$ cat config.mk
export PLATFORM = sky130hd
export DESIGN_NAME = frame_encoder_flat
export DESIGN_NICKNAME = d
export VERILOG_FILES = /design/src/rtl/frame_encoder_if.sv /design/src/rtl/frame_encoder.sv /design/src/flat_wrapper.sv
export SDC_FILE = /design/constraint.sdc
export NUM_CORES = 1
export LEC_CHECK = 0
export ABC_AREA = 1
export CAP_MARGIN = 5
export CORE_AREA = 2 2 116 118
export DETAILED_ROUTE_END_ITERATION = 12
export DIE_AREA = 0 0 118 120
export MAX_ROUTING_LAYER = met4
export PLACE_DENSITY = 0.85
export SKIP_LAST_GASP = 1
export SLEW_MARGIN = 20
export SYNTH_ARGS = -nofsm -noshare
export SYNTH_HDL_FRONTEND = slang
export SYNTH_SLANG_ARGS = --single-unit
export TNS_END_PERCENT = 1
$ cat constraint.sdc
create_clock -name clk -period 5.7 [get_ports clk]
set_clock_uncertainty 0.1 [all_clocks]
set_input_delay 1.14 -clock clk [delete_from_list [all_inputs] [get_ports clk]]
set_output_delay 1.14 -clock clk [all_outputs]
set_load 0.02 [all_outputs]
$ cat src/rtl/frame_encoder_if.sv
// Byte-stream bus between the payload source, the frame encoder and the
// sender FIFO.
//   master : payload source / FIFO side (drives in_*, commit, out_ready)
//   slave  : frame encoder side (drives in_ready, out_*, busy, overflow)
// Signals:
//   in_data/in_valid/in_ready : payload byte handshake
//   commit                    : close current payload and send the frame
//   out_data/out_valid/out_ready : frame byte handshake toward the FIFO
//   busy                      : a frame is being emitted
//   overflow                  : one-cycle pulse, payload byte dropped
interface frame_encoder_if;
    logic [7:0] in_data;
    logic       in_valid;
    logic       in_ready;
    logic       commit;
    logic [7:0] out_data;
    logic       out_valid;
    logic       out_ready;
    logic       busy;
    logic       overflow;

    modport master (
        output in_data, in_valid, commit, out_ready,
        input  in_ready, out_data, out_valid, busy, overflow
    );

    modport slave (
        input  in_data, in_valid, commit, out_ready,
        output in_ready, out_data, out_valid, busy, overflow
    );
endinterface

$ cat src/rtl/frame_encoder.sv
// Transmit-side framer. Buffers payload bytes, then on commit emits
// SOF, LEN, payload[0..LEN-1], CHK into the sender FIFO, where
// CHK = (LEN + sum of payload) mod 256.
// Ports:
//   clk   : system clock, rising edge
//   rst_n : synchronous reset, active low
//   bus   : frame_encoder_if.slave (payload in, frame bytes out, status)
module frame_encoder #(
    parameter int         MAX_LEN  = 16,
    parameter logic [7:0] SOF_BYTE = 8'hAA
) (
    input  logic            clk,
    input  logic            rst_n,
    frame_encoder_if.slave  bus
);
    localparam int CW = $clog2(MAX_LEN + 1);
    localparam int AW = (MAX_LEN > 1) ? $clog2(MAX_LEN) : 1;

    typedef enum logic [2:0] {
        COLLECT,
        SEND_SOF,
        SEND_LEN,
        SEND_PAY,
        SEND_CHK
    } state_t;

    state_t        state;
    logic [CW-1:0] count;
    logic [CW-1:0] idx;
    logic [7:0]    sum;
    logic [7:0]    out_data;
    logic          out_valid;
    logic          busy;
    logic          overflow;
    logic [7:0]    pay_buf [MAX_LEN];

    logic          in_ready;
    logic          in_xfer;
    logic          out_xfer;
    logic [CW-1:0] count_post;
    logic [CW-1:0] idx_next;

    assign in_ready   = (state == COLLECT) && (count < CW'(MAX_LEN));
    assign in_xfer    = bus.in_valid && in_ready;
    assign out_xfer   = out_valid && bus.out_ready;
    // Count as it will be after this cycle's byte, so a byte arriving
    // together with commit belongs to the frame being closed.
    assign count_post = count + CW'(in_xfer);
    assign idx_next   = idx + CW'(1);

    assign bus.in_ready  = in_ready;
    assign bus.out_data  = out_data;
    assign bus.out_valid = out_valid;
    assign bus.busy      = busy;
    assign bus.overflow  = overflow;

    // Payload storage carries no reset; stale contents are never read
    // because count is cleared.
    always_ff @(posedge clk) begin
        if (in_xfer)
            pay_buf[count[AW-1:0]] <= bus.in_data;
    end

    always_ff @(posedge clk) begin
        if (!rst_n) begin
            state     <= COLLECT;
            count     <= '0;
            sum       <= 8'h00;
            idx       <= '0;
            out_valid <= 1'b0;
            out_data  <= 8'h00;
            busy      <= 1'b0;
            overflow  <= 1'b0;
        end else begin
            overflow <= 1'b0;
            case (state)
                COLLECT: begin
                    if (in_xfer) begin
                        count <= count_post;
                        sum   <= sum + bus.in_data;
                    end else if (bus.in_valid) begin
                        // In COLLECT a refused byte can only mean a full buffer.
                        overflow <= 1'b1;
                    end
                    if (bus.commit && (count_post != '0)) begin
                        state     <= SEND_SOF;
                        out_valid <= 1'b1;
                        out_data  <= SOF_BYTE;
                        busy      <= 1'b1;
                    end
                end
                SEND_SOF: begin
                    if (out_xfer) begin
                        out_data <= 8'(count);
                        // LEN is folded into the running sum so CHK is just sum.
                        sum      <= sum + 8'(count);
                        state    <= SEND_LEN;
                    end
                end
                SEND_LEN: begin
                    if (out_xfer) begin
                        idx      <= '0;
                        out_data <= pay_buf[0];
                        state    <= SEND_PAY;
                    end
                end
                SEND_PAY: begin
                    if (out_xfer) begin
                        if (idx < count - CW'(1)) begin
                            idx      <= idx_next;
                            out_data <= pay_buf[idx_next[AW-1:0]];
                        end else begin
                            out_data <= sum;
                            state    <= SEND_CHK;
                        end
                    end
                end
                SEND_CHK: begin
                    if (out_xfer) begin
                        out_valid <= 1'b0;
                        busy      <= 1'b0;
                        count     <= '0;
                        sum       <= 8'h00;
                        state     <= COLLECT;
                    end
                end
                default: state <= COLLECT;
            endcase
        end
    end
endmodule

$ cat src/flat_wrapper.sv
// flat-port wrapper written by rule: the top's interface ports become plain ports
module frame_encoder_flat 
#(
    parameter int         MAX_LEN  = 16,
    parameter logic [7:0] SOF_BYTE = 8'hAA
)
  (clk, rst_n, bus_in_data, bus_in_valid, bus_commit, bus_out_ready, bus_in_ready, bus_out_data, bus_out_valid, bus_busy, bus_overflow);
  frame_encoder_if bus_i ();
  input  logic clk;
  input  logic rst_n;
  input wire logic [$bits(bus_i.in_data)-1:0] bus_in_data;
  input wire logic [$bits(bus_i.in_valid)-1:0] bus_in_valid;
  input wire logic [$bits(bus_i.commit)-1:0] bus_commit;
  input wire logic [$bits(bus_i.out_ready)-1:0] bus_out_ready;
  output wire logic [$bits(bus_i.in_ready)-1:0] bus_in_ready;
  output wire logic [$bits(bus_i.out_data)-1:0] bus_out_data;
  output wire logic [$bits(bus_i.out_valid)-1:0] bus_out_valid;
  output wire logic [$bits(bus_i.busy)-1:0] bus_busy;
  output wire logic [$bits(bus_i.overflow)-1:0] bus_overflow;
  assign bus_i.in_data = bus_in_data;
  assign bus_i.in_valid = bus_in_valid;
  assign bus_i.commit = bus_commit;
  assign bus_i.out_ready = bus_out_ready;
  assign bus_in_ready = bus_i.in_ready;
  assign bus_out_data = bus_i.out_data;
  assign bus_out_valid = bus_i.out_valid;
  assign bus_busy = bus_i.busy;
  assign bus_overflow = bus_i.overflow;
  frame_encoder #(.MAX_LEN(MAX_LEN), .SOF_BYTE(SOF_BYTE)) u_core (.clk(clk), .rst_n(rst_n), .bus(bus_i));
endmodule
==> qor.yml, run 1 <==
status: "completed"
synth_seq_cells: 159
multiInputGateArea_sq_um: 2580
dr.pass1.iters: 6
design.die.area_sq_um: 14200
ioPinCount: 25
synthMuxAreaShare: 0
syn_area_sq_um: 7400
cts_buffers: 17
synth_top_area_frac: 0.519
rsz0062_at_grt: "no"
drt_iter0_markers: 630
synth_area_leader_cell: "edfxtp_1"
p_sw_mw: 1.01
synth_common_cells: "nand2_1 (241), nand3_1 (142), edfxtp_1 (128), inv_1 (56), nor2_1 (37)"
drive_gt1_frac: 0.0644
clock_latency_ps: 430
max-cap-violations: 0
grt_pass1_vias: 5150
clock_path_buffers: 2
ys.warnings.count: 0
min_path_type: "flop to flop"
hold_viol: 0
crit_arrival_ps: 3580
slew_violations: 0
portBuffers: 24
synth-adder-area-share: 0.0348
p_comb_frac: 0.232
clock_power_share: 0.343
diodes: 0
track_usage: 0.257
synth_compound_area_frac: 0.0380
die_w_um: 118
synth_edf_count: 128
htreeDepth: 4
tightestPinTransition_ps: 1010
start_util: 0.570
slew_headroom: 0.323
post-route-period-util: 0.589
ff_latch_area_sq_um: 4470
cts_resized: 0
synth_cell_type_count: 37
gp_congestion: 0.931
setup_violations: 0
cts_tree: "yes"
syn_nets: 811
fill_cells: 1012
fmax_mhz: 298
vias: 5565
cts_sinks: 159
p_per_area_nw_per_um2: 395
syn_avg_cell_area_sq_um: 9.52
hpwl_um: 11000
drc: 0
clk_pin_slew_ps: 60
cts_hold_buffers: 0
endpoint_kind: "flop"
num_rows: 42
fin_total_pwr_mw: 3.30
worst-setup-path-type: "flop to flop"
crit_path_max_fanout: 38
startpoint_type: "flop"
post_drt_wl_per_cell_um: 17.0
syn_inst: 778
area_growth_pct: 12.8
cellLeakagePower_nw: 3.28
postCtsSetupBuffers: 0
p_seq_frac: 0.425
synth-xor-area-share: 0.0162
fin_nets: 828
synth_top_family_by_area: "simple AND/OR/NAND/NOR gates"
antenna_left: 0
fin_crit_ps: 3360
worst_ir_drop_vdd_uv: 284
antenna_found_initial: 0
p_int_mw: 2.29
synth-simple-area-share: 0.258
cp.required_ps: 5920
routed_wl_um: 16800
ys.flop_type: "edfxtp_1"
async_flop_share: 0
setup-tns-final_ps: 0
ys_seq_area_frac: 0.603
switching_share: 0.307
core_sq_um: 13000
ctsRootBufferMaster: "clkbuf_16"
yosysMostFrequentCell: "nand2_1"
die_h_um: 120
netlist_top_cells_area: "edfxtp_1 (52%), nand2_1 (12%), nand3_1 (9.6%), dfxtp_1 (8.4%), ha_1 (3.2%)"
grt_overflow: 0
grt_pass1_wl_um: 26600
drt-vias-per-instance: 5.66
grt_start_max_net_pins: 48
-- critical path, cell delays in order, from the launching register on --
cell and delay, ps:
dfxtp_2 690, buf_4 460, ha_1 300, buf_4 260, inv_2 500, nand3_1 210
nand3_1 150, nand3_1 120, nand3_1 150, nand2_1 90, nor2_1 130, nor2_1 60
-- layer usage --
layer  track usage  vias to the layer above  share of wire
met5             -                        -              0
met4         0.108                        0          0.027
met3        0.0513                       37          0.081
met2         0.398                      243           0.48
met1         0.336                     2607           0.41
li1              -                     2678              -
-- through the flow --
stage / hold slack, ps / setup WS (ps) / area [sq um] / cells / util
detailed placement: 371 / 2060 / 7760 / 952 / 0.598
CTS: 386 / 2420 / 8350 / 984 / 0.643
global placement: 357 / 2130 / 7760 / 952 / 0.598
finish: 389 / 2340 / 8350 / 984 / 0.643
floorplan: 345 / 2830 / 7400 / 778 / -
global route: 407 / 2120 / 8350 / 984 / 0.643
-- final cells by class --
| cell class | instances | area share |
|---|---|---|
| flip-flops and latches | 159 | 0.535 |
| well taps | 176 | 0.0264 |
| clock inverters | 12 | 0.0189 |
| clock buffers | 20 | 0.0523 |
| inverters | 61 | 0.0274 |
| multi-input cells | 529 | 0.309 |
| repair buffers | 27 | 0.0315 |
-- cells in the final DEF, fill, tap and decap left out, types with 4 or more instances in the layout --
cell             instances
ha_1                    19
or2_2                    5
edfxtp_1               128
nor3_1                   4
xor2_1                   6
inv_1                   56
nand2_1                241
nand4_1                  5
clkdlybuf4s50_1         24
nor2_1                  37
a21oi_1                 33
o21ai_0                 13
clkbuf_16               17
nand3_1                142
inv_2                    4
dfxtp_1                 30
-- cell families (layout without fill, tap and decap cells) --
family | after synthesis | after routing
AND/OR/NAND/NOR | 444 | 444
flip-flops | 159 | 159
buffers and inverters | 90 | 120
AO/OA/AOI/OAI | 53 | 53
adder cells (fa/ha/maj) | 20 | 20
XOR/XNOR | 12 | 12
-- power groups by stage --
| stage | sequential (mW) | clock (mW) | combinational [mW] |
|---|---|---|---|
| finish | 1.40 | 1.13 | 0.766 |
| global route | 1.41 | 1.19 | 0.859 |
| CTS | 1.40 | 1.14 | 0.759 |
| detailed placement | 1.42 | 0 | 0.750 |
| global placement | 1.42 | 0 | 0.731 |
| floorplan | 1.42 | 0 | 0.522 |
-- registers in the layout, summed over array words and instances (netlist names) --
name                  count
u_core.bus.out_data       8
u_core.sum                8
u_core.pay_buf          128
u_core.bus.out_valid      1
u_core.idx                5
u_core.state              3
u_core.count              5
u_core.bus.overflow       1
-- final timing paths --
check	slack [ps]	cells past startpoint	endpoint	start
max	2340	11	u_core.bus.out_data[5]	u_core.idx[0]
min	390	2	u_core.sum[7]	u_core.sum[7]
min reg2reg	390	2	u_core.sum[7]	u_core.sum[7]
max reg2reg	2340	11	u_core.bus.out_data[5]	u_core.idx[0]
(Power assumes the default switching activity.)
==> inputs of run 2 (changes only) <==
--- a/config.mk
+++ b/config.mk
@@ -7,11 +7,11 @@
 export LEC_CHECK = 0
 export ABC_AREA = 1
 export CAP_MARGIN = 5
-export CORE_AREA = 2 2 116 118
+export CORE_AREA = 2 2 120 122
 export DETAILED_ROUTE_END_ITERATION = 12
-export DIE_AREA = 0 0 118 120
+export DIE_AREA = 0 0 122 124
 export MAX_ROUTING_LAYER = met4
-export PLACE_DENSITY = 0.85
+export PLACE_DENSITY = 0.84
 export SKIP_LAST_GASP = 1
 export SLEW_MARGIN = 20
 export SYNTH_ARGS = -nofsm -noshare
==> constraint.sdc (replaced) <==
create_clock -name clk -period 2.8 [get_ports clk]
set_clock_uncertainty 0.1 [all_clocks]
set_input_delay 0.56 -clock clk [delete_from_list [all_inputs] [get_ports clk]]
set_output_delay 0.56 -clock clk [all_outputs]
set_load 0.02 [all_outputs]
==> qor.yml, run 2 (same netlist as run 1, synthesis figures left out) <==
ctsRootBufferMaster: "clkbuf_16"  # unchanged
worst-setup-path-type: "flop to flop"  # unchanged
cts_buffers: 17  # unchanged
hold_viol: 0  # unchanged
post_drt_wl_per_cell_um: 17.7  # was 17.0 um
core_sq_um: 13700  # was 13,000 sq um
drt_iter0_markers: 730  # was 630
drc: 0  # unchanged
postCtsSetupBuffers: 0  # unchanged
slew_headroom: 0.466  # was 0.323
antenna_left: 0  # unchanged
ioPinCount: 25  # unchanged
max-cap-violations: 0  # unchanged
cts_tree: "yes"  # unchanged
drt-vias-per-instance: 5.68  # was 5.66
dp_slack_ps: -45.0  # was 2060 ps
min_to: "u_core.sum[7]"  # unchanged
worstPathCellList: "inv_1 -> ha_1 -> nand2_1 -> xor2_1 -> ha_1 -> a21oi_1 -> nand3_2 -> nand2_2 -> nand2_1 -> inv_1 -> nand3_1 -> a21oi_1"  # was buf_4 -> ha_1 -> buf_4 -> inv_2 -> nand3_1 -> nand3_1 -> nand3_1 -> nand3_1 -> nand2_1 -> nor2_1 -> nor2_1
design.die.area_sq_um: 15100  # was 14,200 sq um
vias: 5817  # was 5,565
startpoint_type: "flop"  # unchanged
slowest_stage: "dfxtp_1"  # was dfxtp_2
largest_reg_flops: 128  # unchanged
setup_violations: 0  # unchanged
cts_sinks: 159  # unchanged
dr.pass1.iters: 7  # was 6
rsz0062_at_grt: "yes"  # was no
die_h_um: 124  # was 120 um
crit_arrival_ps: 2930  # was 3580 ps
track_usage: 0.259  # was 0.257
die_w_um: 122  # was 118 um
rrSetupSlack_ps: 130  # was 2340 ps
p_per_area_nw_per_um2: 786  # was 395 nW/um^2
reg2reg_depth: 12  # was 11
min_path_type: "flop to flop"  # unchanged
post-route-period-util: 0.953  # was 0.589
hp-start: "u_core.sum[7]"  # unchanged
fin_crit_ps: 2670  # was 3360 ps
fmax_mhz: 375  # was 298 MHz
holdPathStages: 2  # unchanged
start_util: 0.540  # was 0.570
grt_pass1_vias: 5533  # was 5,150
r2r_end: "u_core.idx[3]"  # was u_core.bus.out_data[5]
fin_nets: 866  # was 828
setup_ws_ps: 133  # was 2340 ps
drive_gt1_frac: 0.110  # was 0.0644
routed_wl_um: 18100  # was 16,800 um
grt_overflow: 0  # unchanged
gp_congestion: 0.920  # was 0.931
area_growth_pct: 16.5  # was 12.8%
mostFrequentLayoutCell: "nand2_1"  # unchanged
setup-tns-final_ps: 0  # unchanged
final_cell_mix: "nand2_1 (240), nand3_1 (141), edfxtp_1 (128)"  # was nand2_1 (241), nand3_1 (142), edfxtp_1 (128)
r2r-start: "u_core.count[0]"  # was u_core.idx[0]
fin_total_pwr_mw: 6.78  # was 3.30 mW
endpoint_kind: "flop"  # unchanged
cp_top_family: "simple AND/OR/NAND/NOR gates"  # was buffers and inverters
htreeDepth: 4  # unchanged
cp.required_ps: 3060  # was 5920 ps
antenna_found_initial: 0  # unchanged
grt_start_max_net_pins: 70  # was 48
worst_ir_drop_vdd_uv: 481  # was 284 uV
tightestPinTransition_ps: 798  # was 1010 ps
cpPeakStageDelay_ps: 310  # was 690 ps
diodes: 0  # unchanged
cellLeakagePower_nw: 3.47  # was 3.28 nW
portBuffers: 24  # unchanged
grt_pass1_wl_um: 28400  # was 26,600 um
clock_latency_ps: 430  # about the same
status: "completed"  # unchanged
slew_violations: 0  # unchanged
num_rows: 43  # was 42
hpwl_um: 11800  # was 11,000 um
crit_path_max_fanout: 7  # was 38
crit_buf_inv: 2  # was 3
clk_pin_slew_ps: 60  # about the same
clock_path_buffers: 2  # unchanged
==> run 2: layer usage <==
metal	global-route usage	part of all wire	wire [um]	vias up
met2	0.408	0.48	8650	298
met3	0.0572	0.084	1520	50
met4	0.111	0.030	549	0
met1	0.326	0.41	7380	2731
li1	-	-	-	2738
met5	-	0	0	-
==> run 2: repair_timing <==
| action | 4_1_cts | 5_1_grt |
|---|---|---|
| resized for setup | 0 | 3 |
| setup endpoints to repair | 0 | 9 |
| hold buffers | 0 | 0 |
==> run 2: per-stage QoR <==
step / area [sq um] / hold WS (ps) / std cells / util
6_report: 8630 / 393 / 1025 / 0.629
5_1_grt: 8630 / 406 / 1025 / 0.629
4_1_cts: 8620 / 394 / 1025 / 0.628
3_5_place_dp: 8050 / 386 / 994 / 0.587
3_3_place_gp: 8050 / 357 / 994 / 0.587
2_1_floorplan: 7400 / 345 / 778 / -
==> run 2: worst register-to-register path, delay by kind of cell, from the launching register on <==
kind | cells | cell delay, ps
AO/OA/AOI/OAI | 2 | 470
AND/OR/NAND/NOR | 5 | 740
buffers and inverters | 2 | 320
adder cells (fa/ha/maj) | 2 | 520
XOR/XNOR | 1 | 150
flip-flops | 1 | 310
==> run 2: worst max path at each step <==
stage,to,startpoint,cells after the start,slack [ps]
2_1_floorplan,u_core.state[1],u_core.state[0],17,450
3_3_place_gp,u_core.bus.out_data[1],bus_in_valid,16,30
3_5_place_dp,u_core.bus.out_data[5],bus_in_valid,16,-50
4_1_cts,u_core.idx[3],u_core.count[0],12,50
5_1_grt,u_core.idx[3],u_core.count[0],12,-50
6_report,u_core.idx[3],u_core.count[0],12,130
==> run 2: area by class of cell <==
type / instances / area (sq um)
clock buffers: 18 / 429
clock inverters: 13 / 138
fillers: 1079 / 5090
inverters: 61 / 229
multi-input cells: 529 / 2580
flip-flops and latches: 159 / 4470
well taps: 180 / 225
repair buffers: 65 / 561
==> run 2: power by group <==
part / internal [mW] / total, mW / leakage [nW] / switching [mW]
Clock: 1.31 / 2.25 / 0.274 / 0.941
Combinational: 0.622 / 1.69 / 1.79 / 1.07
Sequential: 2.71 / 2.83 / 1.41 / 0.122
==> inputs of run 3 (changes only) <==
==> constraint.sdc (replaced) <==
create_clock -name clk -period 2.8 [get_ports clk]
set_clock_uncertainty 0.1 [all_clocks]
set_input_delay 0.28 -clock clk [delete_from_list [all_inputs] [get_ports clk]]
set_output_delay 0.28 -clock clk [all_outputs]
set_load 0.02 [all_outputs]
==> qor.yml, run 3 (same netlist as run 1, synthesis figures left out) <==
num_rows: 43  # unchanged
cp_common_cell: "inv_1"
drive_gt1_frac: 0.104  # was 0.110
setup_violations: 0  # unchanged
core_sq_um: 13700  # unchanged
cp.required_ps: 2990  # was 3060 ps
grt_overflow: 0  # unchanged
dp.cells: 987  # was 994
fin_nets: 859  # was 866
fin_util: 0.626  # was 0.629
final_cell_mix: "nand2_1 (241), nand3_1 (142), edfxtp_1 (128)"  # was nand2_1 (240), nand3_1 (141), edfxtp_1 (128)
clock_path_buffers: 2  # unchanged
post_drt_wl_per_cell_um: 17.8  # was 17.7 um
min_path_type: "input pin to flop"  # was flop to flop
area_growth_pct: 15.9  # was 16.5%
antenna_left: 0  # unchanged
routed_wl_um: 18100  # about the same
ctsRootBufferMaster: "clkbuf_16"  # unchanged
clock_latency_ps: 430  # about the same
gp_congestion: 0.948  # was 0.920
htreeDepth: 4  # unchanged
crit_cells: 15  # was 12
reg2reg_depth: 15  # was 12
design.die.area_sq_um: 15100  # unchanged
drt-vias-per-instance: 5.71  # was 5.68
grt_start_max_net_pins: 64  # was 70
post_dp_cell_area_sq_um: 8000  # was 8050 sq um
hpwl_um: 12000  # was 11,800 um
drt_iter0_markers: 623  # was 730
clk_pin_slew_ps: 70  # was 60 ps
slowest_stage: "dfxtp_1"  # unchanged
endpoint_kind: "flop"  # unchanged
dp_slack_ps: 96.7  # was -45.0 ps
cts_hold_buffers: 0  # unchanged
die_h_um: 124  # unchanged
fill_cells: 1079  # unchanged
vias: 5823  # was 5,817
post-route-period-util: 0.959  # was 0.953
antenna_found_initial: 0  # unchanged
setup_ws_ps: 116  # was 133 ps
status: "completed"  # unchanged
startpoint_type: "flop"  # unchanged
die_w_um: 122  # unchanged
grt_pass1_vias: 5401  # was 5,533
largest_reg_flops: 128  # unchanged
worstPathCellList: "inv_1 -> nand3_1 -> inv_1 -> nand2_1 -> nand2_1 -> ha_1 -> inv_1 -> fa_1 -> inv_1 -> nand3_1 -> nand2_1 -> xnor2_1 -> nor3_1 -> a21oi_1 -> nor2_1"  # was inv_1 -> ha_1 -> nand2_1 -> xor2_1 -> ha_1 -> a21oi_1 -> nand3_2 -> nand2_2 -> nand2_1 -> inv_1 -> nand3_1 -> a21oi_1
holdPathStages: 3  # was 2
crit_buf_inv: 4  # was 2
worst-setup-path-type: "flop to flop"  # unchanged
max-cap-violations: 0  # unchanged
portBuffers: 24  # unchanged
p_per_area_nw_per_um2: 783  # was 786 nW/um^2
mostFrequentLayoutCell: "nand2_1"  # unchanged
cp_top_family: "simple AND/OR/NAND/NOR gates"  # unchanged
fin_crit_ps: 2680  # was 2670 ps
postLayoutCellArea_sq_um: 8580  # was 8630 sq um
start_util: 0.540  # unchanged
worst_ir_drop_vdd_uv: 430  # was 481 uV
drc: 0  # unchanged
fmax_mhz: 373  # was 375 MHz
instances_no_fill: 1019  # was 1,025
grt_pass1_wl_um: 28200  # was 28,400 um
ff_latch_area_sq_um: 4470  # about the same
multiInputGateArea_sq_um: 2580  # about the same
ioPinCount: 25  # unchanged
dr.pass1.iters: 5  # was 7
rsz0062_at_grt: "yes"  # unchanged
track_usage: 0.259  # about the same
cellLeakagePower_nw: 3.45  # was 3.47 nW
cts_tree: "yes"  # unchanged
slew_headroom: 0.378  # was 0.466
cts_buffers: 17  # unchanged
cpPeakStageDelay_ps: 400  # was 310 ps
crit_arrival_ps: 2870  # was 2930 ps
crit_path_max_fanout: 7  # unchanged
diodes: 0  # unchanged
tightestPinTransition_ps: 926  # was 798 ps
slew_violations: 0  # unchanged
cts_sinks: 159  # unchanged
hold_viol: 0  # unchanged
[run 3: cell type report]
| cell class | instances | area share |
|---|---|---|
| clock inverter | 15 | 0.0169 |
| tap | 180 | 0.0262 |
| multi-input combinational | 529 | 0.301 |
| clock buffer | 17 | 0.0496 |
| sequential | 159 | 0.520 |
| timing repair buffer | 58 | 0.0592 |
| inverter | 61 | 0.0267 |
[run 3: tightest hold or removal path, stage by stage]
cell             delay [ps]
clkdlybuf4s50_1         440
nand2_1                  70
nor2_1                   40
[run 3: repair_timing]
| action | in CTS | in global routing |
|---|---|---|
| endpoints found under the setup margin | 0 | 17 |
| endpoints found under the hold margin | 0 | 0 |
| buffers inserted | 0 | 0 |
| gates resized for setup | 0 | 3 |
[run 3: through the flow]
| stage | total power, mW | TNS, ps | hold WS [ps] |
|---|---|---|---|
| after global placement | 4.44 | 0 | 356 |
| after floorplan | 3.95 | 0 | 279 |
| after CTS | 6.70 | 0 | 338 |
| after global routing | 7.01 | -366 | 367 |
| final | 6.72 | 0 | 348 |
| after detailed placement | 4.48 | 0 | 372 |
[run 3: power breakdown]
| part | leakage (nW) | switching [mW] | total (mW) | internal [mW] |
|---|---|---|---|---|
| Clock | 0.283 | 1.04 | 2.22 | 1.18 |
| Combinational | 1.76 | 1.07 | 1.65 | 0.581 |
| Sequential | 1.41 | 0.135 | 2.85 | 2.71 |
[run 3: path summary, 6_finish.rpt]
check / start / to / slack (ps)
min reg2reg: u_core.sum[7] / u_core.sum[7] / 380
min: bus_in_valid / u_core.bus.overflow / 350
max: u_core.state[2] / u_core.sum[4] / 120
max reg2reg: u_core.state[2] / u_core.sum[4] / 120
[run 3: per-layer routing]
layer / vias up / global-route usage / share of wire
li1: 2734 / - / -
met1: 2710 / 0.325 / 0.40
met2: 319 / 0.391 / 0.47
met3: 60 / 0.0504 / 0.082
met4: 0 / 0.155 / 0.043
met5: - / - / 0
